$ cat config.mk
export PLATFORM = sky130hd
export DESIGN_NAME = stream_demux_2way
export DESIGN_NICKNAME = d
export VERILOG_FILES = /design/src/rtl/stream_demux_2way_pkg.sv /design/src/rtl/stream_demux_2way_skid_buffer_2entry.sv /design/src/rtl/stream_demux_2way.sv
export SDC_FILE = /design/constraint.sdc
export NUM_CORES = 1
export LEC_CHECK = 0
export CAP_MARGIN = 20
export CORE_ASPECT_RATIO = 1.2
export CORE_UTILIZATION = 57
export CTS_CLUSTER_DIAMETER = 150
export CTS_CLUSTER_SIZE = 12
export DETAILED_ROUTE_END_ITERATION = 10
export PLACE_DENSITY = 0.95
export SKIP_CTS_REPAIR_TIMING = 1
export SLEW_MARGIN = 10
export SYNTH_ARGS = -nofsm -noshare
export SYNTH_HDL_FRONTEND = slang
export SYNTH_HIERARCHICAL = 1
export SYNTH_SLANG_ARGS = --single-unit
export TNS_END_PERCENT = 1
$ cat constraint.sdc
create_clock -name clk -period 3.6 [get_ports clk]
set_clock_uncertainty 0.05 [all_clocks]
set_input_delay 0.72 -clock clk [delete_from_list [all_inputs] [get_ports clk]]
set_output_delay 0.72 -clock clk [all_outputs]
set_load 0.03 [all_outputs]
$ cat src/rtl/stream_demux_2way_pkg.sv
// Shared types for the 2-way stream demultiplexer: per-output buffer occupancy states.
package stream_demux_2way_pkg;

  typedef enum logic [1:0] {
    BUF_EMPTY = 2'd0,
    BUF_ONE   = 2'd1,
    BUF_FULL  = 2'd2
  } buf_state_e;

endpackage

$ cat src/rtl/stream_demux_2way_skid_buffer_2entry.sv
// Two-entry FIFO buffer: a push into an empty buffer is visible at the head one cycle later.
// Backpressure is signalled with full; pushes while full are ignored, pops while empty are ignored.
module skid_buffer_2entry
  import stream_demux_2way_pkg::*;
#(
  parameter int bitwidth = 32
) (
  input  logic                clk,
  input  logic                reset_n,
  input  logic                push,
  input  logic [bitwidth-1:0] data_in,
  input  logic                pop,
  output logic [bitwidth-1:0] head_data,
  output logic                valid,
  output logic                full
);

  buf_state_e          state_q, state_d;
  logic [bitwidth-1:0] head_q, head_d;
  logic [bitwidth-1:0] tail_q, tail_d;

  always_ff @(posedge clk) begin
    if (!reset_n) begin
      state_q <= BUF_EMPTY;
      head_q  <= '0;
      tail_q  <= '0;
    end else begin
      state_q <= state_d;
      head_q  <= head_d;
      tail_q  <= tail_d;
    end
  end

  // head_q is left untouched on the last pop so out_data holds its final value when empty.
  always_comb begin
    state_d = state_q;
    head_d  = head_q;
    tail_d  = tail_q;
    unique case (state_q)
      BUF_EMPTY: begin
        if (push) begin
          state_d = BUF_ONE;
          head_d  = data_in;
        end
      end
      BUF_ONE: begin
        if (push && pop) begin
          head_d = data_in;
        end else if (push) begin
          state_d = BUF_FULL;
          tail_d  = data_in;
        end else if (pop) begin
          state_d = BUF_EMPTY;
        end
      end
      BUF_FULL: begin
        if (pop) begin
          state_d = BUF_ONE;
          head_d  = tail_q;
        end
      end
      default: state_d = BUF_EMPTY;
    endcase
  end

  assign head_data = head_q;
  assign valid     = (state_q != BUF_EMPTY);
  assign full      = (state_q == BUF_FULL);

endmodule

$ cat src/rtl/stream_demux_2way.sv
// 1:2 valid/ready demux into per-output 2-entry buffers; push-to-output latency 1 cycle.
// in_ready depends only on in_sel and the selected buffer's fullness, never on out_*_ready.
module stream_demux_2way
  import stream_demux_2way_pkg::*;
#(
  parameter int bitwidth = 32,
  parameter int cntwidth = 16
) (
  input  logic                clk,
  input  logic                reset_n,
  input  logic [bitwidth-1:0] in_data,
  input  logic                in_sel,
  input  logic                in_valid,
  output logic                in_ready,
  output logic [bitwidth-1:0] out_a_data,
  output logic                out_a_valid,
  input  logic                out_a_ready,
  output logic [bitwidth-1:0] out_b_data,
  output logic                out_b_valid,
  input  logic                out_b_ready,
  input  logic                cnt_clr,
  output logic [cntwidth-1:0] cnt_a,
  output logic [cntwidth-1:0] cnt_b
);

  logic                full_a, full_b;
  logic                push_a, push_b;
  logic                pop_a, pop_b;
  logic [cntwidth-1:0] cnt_a_q, cnt_a_d;
  logic [cntwidth-1:0] cnt_b_q, cnt_b_d;

  assign in_ready = in_sel ? !full_b : !full_a;
  assign push_a   = in_valid && in_ready && !in_sel;
  assign push_b   = in_valid && in_ready && in_sel;
  assign pop_a    = out_a_valid && out_a_ready;
  assign pop_b    = out_b_valid && out_b_ready;

  skid_buffer_2entry #(.bitwidth(bitwidth)) u_buf_a (
    .clk       (clk),
    .reset_n   (reset_n),
    .push      (push_a),
    .data_in   (in_data),
    .pop       (pop_a),
    .head_data (out_a_data),
    .valid     (out_a_valid),
    .full      (full_a)
  );

  skid_buffer_2entry #(.bitwidth(bitwidth)) u_buf_b (
    .clk       (clk),
    .reset_n   (reset_n),
    .push      (push_b),
    .data_in   (in_data),
    .pop       (pop_b),
    .head_data (out_b_data),
    .valid     (out_b_valid),
    .full      (full_b)
  );

  // A clear in the same cycle as a pop still records that pop.
  always_comb begin
    cnt_a_d = cnt_clr ? {{(cntwidth-1){1'b0}}, pop_a}
                      : cnt_a_q + {{(cntwidth-1){1'b0}}, pop_a};
    cnt_b_d = cnt_clr ? {{(cntwidth-1){1'b0}}, pop_b}
                      : cnt_b_q + {{(cntwidth-1){1'b0}}, pop_b};
  end

  always_ff @(posedge clk) begin
    if (!reset_n) begin
      cnt_a_q <= '0;
      cnt_b_q <= '0;
    end else begin
      cnt_a_q <= cnt_a_d;
      cnt_b_q <= cnt_b_d;
    end
  end

  assign cnt_a = cnt_a_q;
  assign cnt_b = cnt_b_q;

endmodule

==> summary.md <==
| Metric | Value |
|---|---|
| Outcome | `finished clean` |
| Pwr Total | `around 4600 µW` |
| Top post-synthesis cells by count | `nand2_1 (276), dfxtp_1 (164), a21oi_1 (79)` |
| Worst r2r src | `u_buf_a/state_q[1]` |
| Routed WL | `between 20000 and 25000 µm` |
| Grt ovf | `0` |
| WP depth | `7` |
| Residual DRC | `0` |
| Worst Min Path Start | `u_buf_b/tail_q[8]` |
| Worst Path Required | `between 3 and 4 ns` |
| Crit-path cells | `clkdlybuf4s50_1 > and2_1 > ha_1 > ha_1 > nand4_1 > or4_1 > a21oi_1` |
| Pwr dens | `about 480 mW/mm²` |
| CTS tree | `done` |
| CP bufs+invs | `1` |
| Htree depth | `4` |
| Crit path largest cell delay | `around 0.48 ns` |
| Worst flop-to-flop path endpoint | `cnt_a[12]` |
| Setup_tns | `0 ns` |
| Sequential cell fraction of total power | `roughly 43%` |
| Die Wd | `between 100 and 150 µm` |
| DR pass1 iterations | `6` |
| Routed len/inst | `~19 µm` |
| I/O pin count | `between 100 and 150` |
| Final GP Congestion | `0.889` |
| Max frequency | `~0.37 GHz` |
| Largest net degree at the start of global routing | `44` |
| Worst skew pair latency | `around 0.41 ns` |
| Critical path type | `in2reg` |
| P_sw | `approximately 1200 µW` |
| Crit path max-delay family | `simple AND/OR/NAND/NOR gates` |
| DIE AREA | `0.0137 mm²` |
| Slowest-stage cell, CP | `clkdlybuf4s50_1` |
| Starting DRC count in detailed routing | `roughly 640` |
| Worst Hold Endpoint | `u_buf_b/tail_q[8]` |
| Hold Path Depth | `2` |
| Final ANT Viol Nets | `0` |
| FF+latch count, synth | `around 160` |
| Switch share | `between 20 and 30%` |
| Slew @ Worst Pin | `approximately 0.71 ns` |
| Top routing layer used | `met4` |
| Post-Syn Instances | `864` |
| Metal3 WL | `about 1700 µm` |
| Pint | `~3400 µW` |
| Mapped Nets | `roughly 900` |
| Post-synthesis sequential area ratio | `a little over two fifths` |
| Post-synth ARST share | `0%` |
| Crit path launch type | `input port` |
| Cell row count | `45` |
| Area of the core | `about 0.013 mm²` |
| Synth area leaders | `dfxtp_1 (44%), nand2_1 (14%), a311oi_2 (12%), a211oi_1 (6.6%), a21oi_1 (5.2%)` |
| Fillers | `846` |
| Setup crit end kind | `flop` |
| Worst-path clk slew | `~0.06 ns` |
| R2R setup slack | `0.96 ns` |
| Port Buffer Count | `~140` |
| Post-synth EDFFs | `0` |
| Crit path time final | `approximately 2.7 ns` |
| Nets | `1011` |
| Most frequent CP cell | `ha_1` |
| Layout cells sized above 1 | `between 10 and 15%` |
| Top FF cell, synth | `dfxtp_1` |
| Die Height | `about 130 µm` |
| Max Cap Violations | `0` |
| Detailed Place HPWL | `13000 µm` |
| Ant. Diodes | `0` |
| Top-area cell type share of the netlist area | `between 40% and 50%` |
| Area grow syn2layout | `26.9%` |
| Initial Util | `59.0%` |
| Worst Path Arrival | `between 3 and 4 ns` |
| Initial antenna violation count | `0` |
| Hold Violations, Final | `0` |
| CP Max Fanout | `11` |
| DP Worst Slack | `~0.51 ns` |
| RSZ-0062 raised after global routing | `false` |
| Via/cell ratio | `around 6.3` |
| First-pass GRT wire length | `around 34000 µm` |
| Worst vdd ir | `approximately 0.25 mV` |
| Vias | `7214` |
| Final setup viols | `0` |
| Vias in the first global route | `between 6000 and 7000` |
| Yosys cell types | `38` |
| Total Routing Usage GR | `31.6%` |
| Slew Limit Headroom | `a little over half` |
| Min-Delay Path Class | `reg2reg` |
| Met2 WL | `approximately 11000 µm` |
| Crit path setup slack, layout | `between 0.8 and 0.9 ns` |
| Final worst-path cycle share | `75.8%` |
| Clock buffer depth | `2` |
| Cell with the most instances after synthesis | `nand2_1` |
| Clk pwr share | `about two fifths` |
| Clock sinks | `approximately 160` |
| Comb power frac | `approximately 16%` |
| Synth Warn # | `6` |
| Post-Synthesis Cell Area | `0.00754 mm²` |
| Avg Cell Area, Syn | `8.73 µm²` |
| Num CTS Buffers | `17` |
| Cell taking the most area after synthesis | `dfxtp_1` |
| LEAKAGE | `roughly 0.0032 µW` |
| Final-report max-slew violation count | `0` |
| Metal-1 WL | `8220 µm` |
| Reg2Reg Depth | `7` |
| Root buffer cell | `clkbuf_16` |
[worst max-delay path by stage]
stage                       startpoint         to  slack [ns]
finish                     out_a_ready  cnt_a[12]        0.87
global route               out_a_ready  cnt_a[12]        0.73
CTS                        out_a_ready  cnt_a[12]        0.89
detailed placement         out_a_ready  cnt_a[12]        0.51
global placement           out_a_ready  cnt_a[12]        0.60
floorplan           u_buf_b/state_q[1]  cnt_b[12]        1.20
[worst min-delay path: cells and delay by family, from the launching register on]
kind	cells	cell delay, ns
DFF	1	0.30
AOI/OAI and AO/OA	1	0.05
and+or+nand+nor	1	0.05
[layout by cell type, fill, tap and decap left out, types with 3 or more instances in the layout]
master and count:
nand2_1 276, dfxtp_1 164, clkdlybuf4s50_1 136, a21oi_1 79, a211oi_1 66, a311oi_2 60
buf_4 23, clkbuf_16 17, mux2i_1 13, nand2b_1 11, nor4_1 9, nand3_1 9
nor2_1 8, inv_1 8, nand4_1 7, o31ai_1 7, or4_1 7, o21ai_0 6
or3_1 6, ha_1 6, and2_1 5, clkbuf_1 4, bufinv_16 4, clkbuf_8 4
inv_2 4, a311oi_1 4, nor2b_1 3, o21a_1 3, xor2_1 3, xnor2_1 3
[power groups by stage]
stage          Combinational (µW)  Clock (µW)  Sequential [µW]
3_3_place_gp                  696           0             1990
3_5_place_dp                  712           0             1990
5_1_grt                       767        1990             1960
2_1_floorplan                 335           0             2100
6_report                      731        1900             1950
4_1_cts                       723        1910             1950
[layer usage]
| metal | vias to the layer above | global-route usage [%] |
|---|---|---|
| met2 | 393 | 54.8 |
| li1 | 3270 | - |
| met1 | 3471 | 35.9 |
| met4 | 0 | 17.9 |
| met5 | - | 0 |
| met3 | 80 | 6.81 |
[per-stage QoR]
stage               std cells  instance area, µm²  hold slack [ns]  utilization (%)
finish                   1140                9570            0.403             74.9
global route             1140                9570            0.416             74.9
floorplan                 864                7540            0.387                -
detailed placement       1111                8960            0.397             70.1
CTS                      1140                9570            0.405             74.9
global placement         1111                8960            0.391             70.1
[state kept, by name (all words and copies together) (netlist names)]
register,flops
u_buf_a/head_data,32
cnt_b,16
cnt_a,16
u_buf_b/head_data,32
u_buf_b/tail_q,32
u_buf_b/state_q,2
u_buf_a/state_q,2
u_buf_a/tail_q,32
[kinds of logic (layout without fill, tap and decap cells)]
kind of cell,Yosys count,after routing,synth area share [%]
AND/OR/NAND/NOR,357,357,21.0
AO/OA/AOI/OAI,228,228,26.1
flip-flops,164,164,43.5
buffers and inverters,90,202,5.92
multiplexers,13,13,1.72
adder cells (fa/ha/maj),6,6,0.995
XOR/XNOR,6,6,0.697
[cell type report]
cell class / count / area, µm² / share of cell area [%]
clock buffers: 25 / 495 / 5.18
clock inverters: 4 / 120 / 1.25
inverters: 12 / 45.0 / 0.471
multi-input cells: 610 / 3850 / 40.2
flip-flops and latches: 164 / 3280 / 34.3
well taps: 164 / 205 / 2.14
repair buffers: 161 / 1570 / 16.4
Note: power is estimated with default switching activity, not from simulation.
==> RTL edit: new RTL, config.mk and constraints unchanged <==
Encoding of `buf_state_e`: now one-hot (3 bits for 3 states).
--- a/src/rtl/stream_demux_2way_pkg.sv
+++ b/src/rtl/stream_demux_2way_pkg.sv
@@ -2,8 +2,8 @@
 package stream_demux_2way_pkg;
 
-  typedef enum logic [1:0] {
-    BUF_EMPTY = 2'd0,
-    BUF_ONE   = 2'd1,
-    BUF_FULL  = 2'd2
+  typedef enum logic [2:0] {
+    BUF_EMPTY = 3'b001,
+    BUF_ONE   = 3'b010,
+    BUF_FULL  = 3'b100
   } buf_state_e;
 
Function: same outputs for any inputs over 4 cycles, from zero or initial values and one cycle with reset_n low; so few cycles prove little.
==> RTL edit against the unedited design <==
Core utilization grew 0.86 points; first-iteration DRC count shrank 33%; routed wire length shrank 16%; global-route usage shrank 4.3 points; final cell count shrank 5.5%; setup slack lost 0.14 ns; final area shrank 2.8%; critical path depth shrank 4; sequential cell count grew 2; total power shrank 12%; via count shrank 13%; synthesized area shrank 3.1%; critical endpoint is now in_ready.
==> RTL edit: results <==
set metrics [dict create \
    antenna_cells 0 \
    buffers 152 \
    max-vdd-ir-drop_mv 0.297 \
    crit_path_start "in_sel" \
    wl_met1_um 7400 \
    crit_arrival_ns 2.10 \
    drt_iter0_drc 423 \
    dp_hpwl_um 11600 \
    final-nonclk-buf-share 0.161 \
    tightest_slew_ns 0.730 \
    grt_use_met1 0.317 \
    p_clk_w 0.00164 \
    place_congestion 0.827 \
    cts_buffer_depth 2 \
    drtPass1Iterations 5 \
    drive_above_1_share 0.0611 \
    clock_area_frac 0.0573 \
    layout.nets 948 \
    grt_use_met3 0.0564 \
    yosys-top-cells-area "dfxtp_1 45%, nand2_1 11%, mux2i_1 10%" \
    path_max_fanout 3 \
    hold_end "u_buf_b/tail_q[27]" \
    cp-end-kind "output pin" \
    r2r.worst_path.cells 8 \
    grt_pass1_vias 6052 \
    placed_cells 1045 \
    viasPerCell 5.85 \
    dr_wl_met2_um 9140 \
    grt_max_degree 75 \
    p_leak_nw 3.73 \
    sh_seq_area 0.357 \
    reg2reg_from "u_buf_a/state_q[0]" \
    yosysSeqAreaShare 0.455 \
    inv_count 8 \
    routed_wl_um 18000 \
    syn_inst 784 \
    hp-start "u_buf_b/tail_q[27]" \
    synth.distinct_cells 37 \
    grt_first_pass_wirelength_um 29100 \
    globalRouteMet2Util 0.481 \
    multi_input_cells 558 \
    nFillCells 864 \
    hold_ws_ns 0.403 \
    multiInputGateArea_um2 3720 \
    ys_top_cells_by_count "208 x nand2_1, 166 x dfxtp_1, 75 x mux2i_1" \
    nClkBuffers 18 \
    intPower_w 0.00299 \
    status "completed" \
    ys_ff_latch 166 \
    fin_cells 1077 \
    met3_length_um 881 \
    cts-htree-levels 4 \
    endpoint "in_ready" \
    syn_nets 829 \
    grtUsageTotal 0.274 \
]
## RTL edit: logic make-up after synthesis
family / after synthesis / share of synthesized area
AND/OR/NAND/NOR: 303 / 0.195
AO/OA/AOI/OAI: 168 / 0.188
flip-flops: 166 / 0.455
multiplexers: 75 / 0.103
buffers and inverters: 60 / 0.0423
XOR/XNOR: 6 / 0.00719
adder cells (fa/ha/maj): 6 / 0.0103
## RTL edit: metrics by stage
| stage | total power (W) | area (µm²) | setup slack [ns] | util |
|---|---|---|---|---|
| after floorplan | 0.00222 | 7310 | 1.16 | - |
| after global placement | 0.00242 | 8770 | 0.593 | 0.714 |
| after detailed placement | 0.00243 | 8770 | 0.501 | 0.714 |
| after CTS | 0.00406 | 9300 | 0.723 | 0.758 |
| after global routing | 0.00417 | 9300 | 0.653 | 0.758 |
| final | 0.00404 | 9300 | 0.728 | 0.758 |
## RTL edit: worst max-delay path, cell delays in order
cell and delay [ns]:
clkdlybuf4s50_1 0.51, mux2i_1 0.19, clkdlybuf4s50_1 0.68
